## src/rtl/sprite_rom_arbiter_if.sv

```systemverilog
// rtl/sprite_rom_arbiter_if.sv - requester/frame-RAM bus bundle for the sprite ROM arbiter
// Purpose: groups the request, RAM and read-return signals of the arbiter.
// Ports (slave = arbiter side):
//   req, req_addr     requester read requests and packed addresses (in)
//   gnt               one-hot grant, combinational (out)
//   mem_addr          shared frame RAM address (out)
//   mem_data          frame RAM read data, 1-cycle latency (in)
//   rd_valid, rd_data one-hot result owner and returned palette index (out)
//   oob_err           sticky out-of-range flag (out)
interface sprite_rom_arbiter_if #(
    parameter int NUM_REQ = 4,
    parameter int ADDR_W  = 19,
    parameter int DATA_W  = 4
);
    logic [NUM_REQ-1:0]        req;
    logic [NUM_REQ*ADDR_W-1:0] req_addr;
    logic [NUM_REQ-1:0]        gnt;
    logic [ADDR_W-1:0]         mem_addr;
    logic [DATA_W-1:0]         mem_data;
    logic [NUM_REQ-1:0]        rd_valid;
    logic [DATA_W-1:0]         rd_data;
    logic                      oob_err;

    modport master (
        output req, req_addr, mem_data,
        input  gnt, mem_addr, rd_valid, rd_data, oob_err
    );

    modport slave (
        input  req, req_addr, mem_data,
        output gnt, mem_addr, rd_valid, rd_data, oob_err
    );
endinterface

```

## src/rtl/sprite_rom_arbiter.sv

```systemverilog
// rtl/sprite_rom_arbiter.sv - round-robin arbiter sharing one frame RAM among sprite requesters
// Purpose: grants one requester per cycle (round-robin from rr_ptr), drives the
// granted address to the frame RAM and returns the read data two cycles later
// tagged with a one-hot owner. Out-of-range addresses are still granted but read
// as 0 and set a sticky error flag.
// Ports:
//   Clk    clock, all state on rising edge
//   Reset  asynchronous active-high reset
//   bus    sprite_rom_arbiter_if slave modport (see interface file)
module sprite_rom_arbiter #(
    parameter int NUM_REQ     = 4,
    parameter int ADDR_W      = 19,
    parameter int DATA_W      = 4,
    parameter int SHEET_WORDS = 35344
) (
    input  logic                 Clk,
    input  logic                 Reset,
    sprite_rom_arbiter_if.slave  bus
);
    localparam int PTR_W = (NUM_REQ > 1) ? $clog2(NUM_REQ) : 1;
    localparam logic [63:0] SHEET_LIM = 64'(SHEET_WORDS);

    logic [PTR_W-1:0]   rr_ptr;
    logic [ADDR_W-1:0]  addr_arr [NUM_REQ];

    logic [NUM_REQ-1:0] gnt_c;
    logic [PTR_W-1:0]   gnt_idx;
    logic               found;
    logic [PTR_W-1:0]   idx;
    logic [ADDR_W-1:0]  sel_addr;
    logic               oob_c;

    logic [NUM_REQ-1:0] s1_valid;
    logic               s1_oob;
    logic [NUM_REQ-1:0] rd_valid_q;
    logic [DATA_W-1:0]  rd_data_q;
    logic               oob_err_q;

    for (genvar g = 0; g < NUM_REQ; g++) begin : g_addr
        assign addr_arr[g] = bus.req_addr[g*ADDR_W +: ADDR_W];
    end

    // Search starts at rr_ptr and wraps; first active requester wins.
    always_comb begin
        gnt_c    = '0;
        gnt_idx  = '0;
        found    = 1'b0;
        idx      = '0;
        sel_addr = '0;
        for (int k = 0; k < NUM_REQ; k++) begin
            idx = PTR_W'((int'(rr_ptr) + k) % NUM_REQ);
            if (!found && bus.req[idx]) begin
                found      = 1'b1;
                gnt_c[idx] = 1'b1;
                gnt_idx    = idx;
                sel_addr   = addr_arr[idx];
            end
        end
        // A reset in progress must not release a grant to anyone.
        if (Reset) begin
            found    = 1'b0;
            gnt_c    = '0;
            sel_addr = '0;
        end
        oob_c = found && (64'(sel_addr) >= SHEET_LIM);
    end

    assign bus.gnt      = gnt_c;
    // Out-of-range grants still release the requester but never reach the RAM.
    assign bus.mem_addr = (found && !oob_c) ? sel_addr : '0;
    assign bus.rd_valid = rd_valid_q;
    assign bus.rd_data  = rd_data_q;
    assign bus.oob_err  = oob_err_q;

    always_ff @(posedge Clk or posedge Reset) begin
        if (Reset) begin
            rr_ptr     <= '0;
            s1_valid   <= '0;
            s1_oob     <= 1'b0;
            rd_valid_q <= '0;
            rd_data_q  <= '0;
            oob_err_q  <= 1'b0;
        end else begin
            if (found) begin
                rr_ptr <= (int'(gnt_idx) == NUM_REQ - 1) ? '0 : gnt_idx + 1'b1;
            end
            // Stage 1 lines up with the RAM's one-cycle read latency.
            s1_valid   <= gnt_c;
            s1_oob     <= oob_c;
            rd_valid_q <= s1_valid;
            if (|s1_valid) begin
                rd_data_q <= s1_oob ? '0 : bus.mem_data;
            end
            if (oob_c) begin
                oob_err_q <= 1'b1;
            end
        end
    end
endmodule

```

## src/flat_wrapper.sv

```systemverilog
// flat-port wrapper written by rule: the top's interface ports become plain ports
module sprite_rom_arbiter_flat 
#(
    parameter int NUM_REQ     = 4,
    parameter int ADDR_W      = 19,
    parameter int DATA_W      = 4,
    parameter int SHEET_WORDS = 35344
)
  (Clk, Reset, bus_req, bus_req_addr, bus_mem_data, bus_gnt, bus_mem_addr, bus_rd_valid, bus_rd_data, bus_oob_err);
  sprite_rom_arbiter_if #(.NUM_REQ(NUM_REQ), .ADDR_W(ADDR_W), .DATA_W(DATA_W)) bus_i ();
  input  logic Clk;
  input  logic Reset;
  input wire logic [$bits(bus_i.req)-1:0] bus_req;
  input wire logic [$bits(bus_i.req_addr)-1:0] bus_req_addr;
  input wire logic [$bits(bus_i.mem_data)-1:0] bus_mem_data;
  output wire logic [$bits(bus_i.gnt)-1:0] bus_gnt;
  output wire logic [$bits(bus_i.mem_addr)-1:0] bus_mem_addr;
  output wire logic [$bits(bus_i.rd_valid)-1:0] bus_rd_valid;
  output wire logic [$bits(bus_i.rd_data)-1:0] bus_rd_data;
  output wire logic [$bits(bus_i.oob_err)-1:0] bus_oob_err;
  assign bus_i.req = bus_req;
  assign bus_i.req_addr = bus_req_addr;
  assign bus_i.mem_data = bus_mem_data;
  assign bus_gnt = bus_i.gnt;
  assign bus_mem_addr = bus_i.mem_addr;
  assign bus_rd_valid = bus_i.rd_valid;
  assign bus_rd_data = bus_i.rd_data;
  assign bus_oob_err = bus_i.oob_err;
  sprite_rom_arbiter #(.NUM_REQ(NUM_REQ), .ADDR_W(ADDR_W), .DATA_W(DATA_W), .SHEET_WORDS(SHEET_WORDS)) u_core (.Clk(Clk), .Reset(Reset), .bus(bus_i));
endmodule
```

## config.mk

```make
export PLATFORM = sky130hd
export DESIGN_NAME = sprite_rom_arbiter_flat
export DESIGN_NICKNAME = d
export VERILOG_FILES = /design/src/rtl/sprite_rom_arbiter_if.sv /design/src/rtl/sprite_rom_arbiter.sv /design/src/flat_wrapper.sv
export SDC_FILE = /design/constraint.sdc
export NUM_CORES = 1
export LEC_CHECK = 0
export BUFFER_PORTS_ARGS = -buffer_cell sky130_fd_sc_hd__buf_2
export CORE_ASPECT_RATIO = 1.75
export CORE_UTILIZATION = 48
export CTS_BUF_LIST = sky130_fd_sc_hd__clkbuf_8
export DETAILED_ROUTE_END_ITERATION = 12
export GPL_ROUTABILITY_DRIVEN = 0
export PLACE_DENSITY = 0.8
export RECOVER_POWER = 50
export SYNTH_ARGS = -nofsm -noshare
export SYNTH_HDL_FRONTEND = slang
export SYNTH_SLANG_ARGS = --single-unit
```

## constraint.sdc

```tcl
create_clock -name Clk -period 3.2 [get_ports Clk]
set_input_delay 0 -clock Clk [delete_from_list [all_inputs] [get_ports Clk]]
set_output_delay 0 -clock Clk [all_outputs]
set_load 0.01 [all_outputs]
```

-- Word level (Yosys, flattened, before mapping)
Index checks and enable logic that the tools add are counted.
- register bits: 16
- bits in latches: 0
- bits in writable memories: 0
- ROM bits: 0
- input bits: 86
- output and inout bits: 32
- word-level logic and storage cells: 95
- memories: 0
- add/sub/neg operators: 4
- $mul: 0
- divide/modulo/power cells: 0
- $lt $le $gt $ge: 13
- equal/unequal tests: 1
- shift operators: 0
- multiplexer cells: 50
- bitwise logic cells: 7
- reductions and logical operators: 14
- operator list (kind ; number):
    $mux W19 ; 14
    $bmux W19 S2 ; 4
    $mux W4 ; 6
    $ge A19 B16 Y1 const B ; 1
    $mux W1 ; 13
    $ge A3 B3 Y1 const B ; 4
    $lt A2 B3 Y1 const B ; 4
    $not A2 Y3 ; 4
    $or A4 B4 Y4 ; 3
    $mux W2 ; 5
    $logic_and A1 B1 Y1 ; 9
    $bmux W1 S2 ; 4
    $demux W1 S2 ; 4
    $ge A2 B1 Y1 const B ; 4
    $add A2 B1 Y2 const B ; 2
    $add A2 B2 Y2 const B ; 2
    $logic_not A1 Y1 ; 4
    $reduce_or A4 Y1 ; 1
    $eq A2 B1 Y1 const B ; 1

-- Depth between registers and ports, before layout
- depth after elaboration: 18
- mapped depth: 17

-- Worst setup path after synthesis
No wires, ideal clock.
- path type: reg-to-output
- start: register with a tool-made name
- end: output port bus_mem_addr[2]
- data arrival time: 3.585 ns
- slack: -0.385 ns
- cell stages (with the launch flop): 17
- path buffers: 8
- cells stage by stage: dfrtp_1 buf_6 buf_8 buf_6 inv_1 ha_1 buf_2 buf_4 buf_2 clkbuf_1 mux4_2 nand2_1 a31oi_1 o31a_1 o31a_1 buf_6 nor3_1
- RTL lines (element ; line ; text):
    end, declared ; flat_wrapper.sv:17 ; output wire logic [$bits(bus_i.mem_addr)-1:0] bus_mem_addr;

==> flow_summary.json <==
{
  "rows": 41,
  "wire_per_inst_um": 20.2,
  "overflow": 0,
  "required_ps": 3200,
  "postSynthCellCount": 334,
  "fmax_mhz": 285,
  "top_layer_used": "met4",
  "finalNetCount": 572,
  "max_cap_violations": 0,
  "dieHeight_um": 116,
  "die_area_mm2": 0.00777,
  "syn_avg_cell_area_um2": 10.6,
  "pin_count": 118,
  "synth.distinct_cells": 51,
  "coreArea_mm2": 0.00718,
  "multiInputGateArea_mm2": 0.00302,
  "dpl_cell_area_mm2": 0.00459,
  "drtIter0Drc": 246,
  "mostFrequentLayoutCells": "112 x buf_2, 67 x mux4_2, 53 x buf_4",
  "clock_path_buffers": 2,
  "die_x_um": 67.1,
  "startpoint_type": "register",
  "setup_viol": 14,
  "power.total_mw": 5.81,
  "crit_type": "register to output pin",
  "met1_length_um": 4090,
  "holdBufCountCts": 0,
  "finalCriticalPeriod_ps": 3510,
  "critPathMaxStageDelay_ps": 520,
  "setup_ws_ps": -314,
  "endpoint_kind": "output pin",
  "dp_cells": 551,
  "dr_wl_met3_um": 699,
  "async_flop_share": 1.00,
  "clk_latency_ps": 250,
  "clkSinkCount": 16,
  "layout_commonest_cell": "buf_2",
  "antenna_found_initial": 0,
  "synth_area_mm2": 0.00355,
  "violations": "negative setup slack",
  "first_global_vias": 3757,
  "ir_drop_mv": 0.587,
  "ys_ff_latch": 16,
  "slowest_stage": "mux4_2",
  "first_pass_iters": 5,
  "outcome": "finished, violations left",
  "worst_pin_slew_ps": 1140,
  "crit_chain": "inv_8 -> ha_4 -> buf_6 -> mux4_2 -> a21oi_2 -> a2bb2oi_2 -> nor4_1 -> a2111oi_1 -> o31a_1 -> o31a_1 -> buf_12 -> buf_12 -> nor3_4 -> buf_2",
  "register_area_um2": 405,
  "num_vias": 3858,
  "diodes": 0,
  "portBuffers": 114,
  "ant_nets": 0,
  "initial_core_util": 0.495,
  "fillCellCount": 535,
  "wirelength_um": 11400,
  "cp_max_fo": 5,
  "synth_flop_cell": "dfrtp_1",
  "hp-class": "primary input to register",
  "crit_arrival_ps": 3510,
  "yosys_warnings": 0,
  "htreeDepth": 1,
  "ys_seq_area_frac": 0.113,
  "wl_met2_um": 6090,
  "fin_crit_sh": 1.10,
  "drc": 0,
  "grt_use_total": 0.285,
  "rsz0062_at_grt": "yes",
  "grt_pass1_wl_um": 17100,
  "power_leakage_nw": 2.06,
  "grt_start_max_net_pins": 31,
  "slew_violations": 0,
  "hold_viol": 0,
  "drive_gt1_frac": 0.586,
  "fin_worst_skew_ps": 2.82,
  "synthToLayoutAreaGrowth_pct": 35.5,
  "tritoncts": "yes",
  "max_slew_margin": 0.238,
  "viasPerCell": 6.80,
  "power_density_mw_per_mm2": 1210,
  "final_area_mm2": 0.00482,
  "place_hpwl_um": 8620,
  "clk_pin_slew_worst_paths_ps": 60,
  "cts_buffers": 3,
  "clock-root-buffer": "clkbuf_8",
  "synth_edf_count": 0,
  "final_cells": 567
}
path summary, 6_finish.rpt:
| path | endpoint | slack [ps] | startpoint | cells past startpoint |
|---|---|---|---|---|
| hold / removal | u_core.bus.rd_data[2] | 20 | bus_mem_data[2] | 3 |
| max in group asynchronous | asynchronous set/reset pin | 2030 | Reset | 3 |
| min in group asynchronous | u_core.bus.rd_valid[2] | 360 | Reset | 3 |
| setup / recovery | bus_mem_addr[1] | -310 | register | 14 |
| hold reg to reg | u_core.bus.rd_valid[0] | 380 | u_core.s1_valid[0] | 0 |
| setup reg to reg | u_core.bus.oob_err | 0 | register | 12 |
cell usage after synthesis, drive strengths merged (5+ instances only):
cell / n / area [um^2]
nand2: 26 / 97.6
a221oi: 11 / 109
nand3b: 5 / 37.5
a31oi: 7 / 43.8
o21ai: 13 / 65.1
dfrtp: 16 / 400
nor3: 13 / 70.1
nor2b: 5 / 31.3
nor2: 26 / 97.6
a2bb2oi: 6 / 52.6
nand2b: 5 / 31.3
buf: 32 / 244
mux4: 67 / 1510
mux2i: 12 / 120
a21oi: 17 / 85.1
clkbuf: 8 / 30.0
a22oi: 10 / 75.1
flip-flops by register name, summed over array words and instances, names as in the netlist, named ones only:
| name | count |
|---|---|
| u_core.bus.rd_data | 4 |
| u_core.bus.oob_err | 1 |
| u_core.s1_valid | 4 |
| u_core.bus.rd_valid | 4 |
| u_core.rr_ptr | 1 |
| u_core.s1_oob | 1 |
where the power goes:
group	switching, mW	internal, mW	total, mW
Combinational	2.53	2.79	5.31
Sequential	0.0501	0.293	0.343
Clock	0.0648	0.0849	0.150
Total	2.64	3.16	5.81
routing by layer:
metal | GRT usage | vias to the layer above
met5 | 0 | -
met4 | 0.148 | 0
met3 | 0.0295 | 52
met2 | 0.522 | 249
met1 | 0.312 | 1878
li1 | - | 1679
layout make-up:
| class | instances | share of cell area |
|---|---|---|
| inverter | 4 | 0.00468 |
| multi-input combinational | 276 | 0.627 |
| sequential | 16 | 0.0842 |
| tap | 86 | 0.0223 |
| clock inverter | 1 | 0.000779 |
| clock buffer | 3 | 0.00857 |
| timing repair buffer | 181 | 0.252 |
critical path: cells and delay by family (launching register included):
family / cells / cell delay (ps)
and+or+nand+nor: 2 / 380
buffers and inverters: 5 / 600
AOI/OAI and AO/OA: 5 / 1020
DFF: 1 / 470
muxes: 1 / 520
adders and majority gates: 1 / 280
what timing repair did:
item	4_1_cts	5_1_grt
setup endpoints to repair	13	15
cloned	0	1
pin swaps	6	9
endpoints found under the hold margin	0	0
buffers inserted	7	4
gates resized for setup	4	13
kinds of logic (layout without fill, tap and decap cells):
| family | after synthesis | count (layout) | share of synthesized area |
|---|---|---|---|
| adder cells (fa/ha/maj) | 4 | 4 | 0.0141 |
| AND/OR/NAND/NOR | 97 | 97 | 0.138 |
| buffers and inverters | 44 | 189 | 0.0813 |
| AO/OA/AOI/OAI | 89 | 89 | 0.184 |
| XOR/XNOR | 2 | 2 | 0.00493 |
| other | 1 | 3 | 0.00105 |
| flip-flops | 16 | 16 | 0.113 |
| multiplexers | 81 | 81 | 0.465 |
per-stage QoR:
stage,worst slack [ps],util,hold slack (ps),setup TNS [ps]
after floorplan,-30.8,-,130,-295
after global placement,-26.2,0.639,263,-121
after detailed placement,-69.2,0.639,268,-447
after CTS,-221,0.655,17.9,-2460
after global routing,-475,0.671,22.4,-5680
final,-314,0.671,15.0,-3540
(Power assumes the default switching activity.)
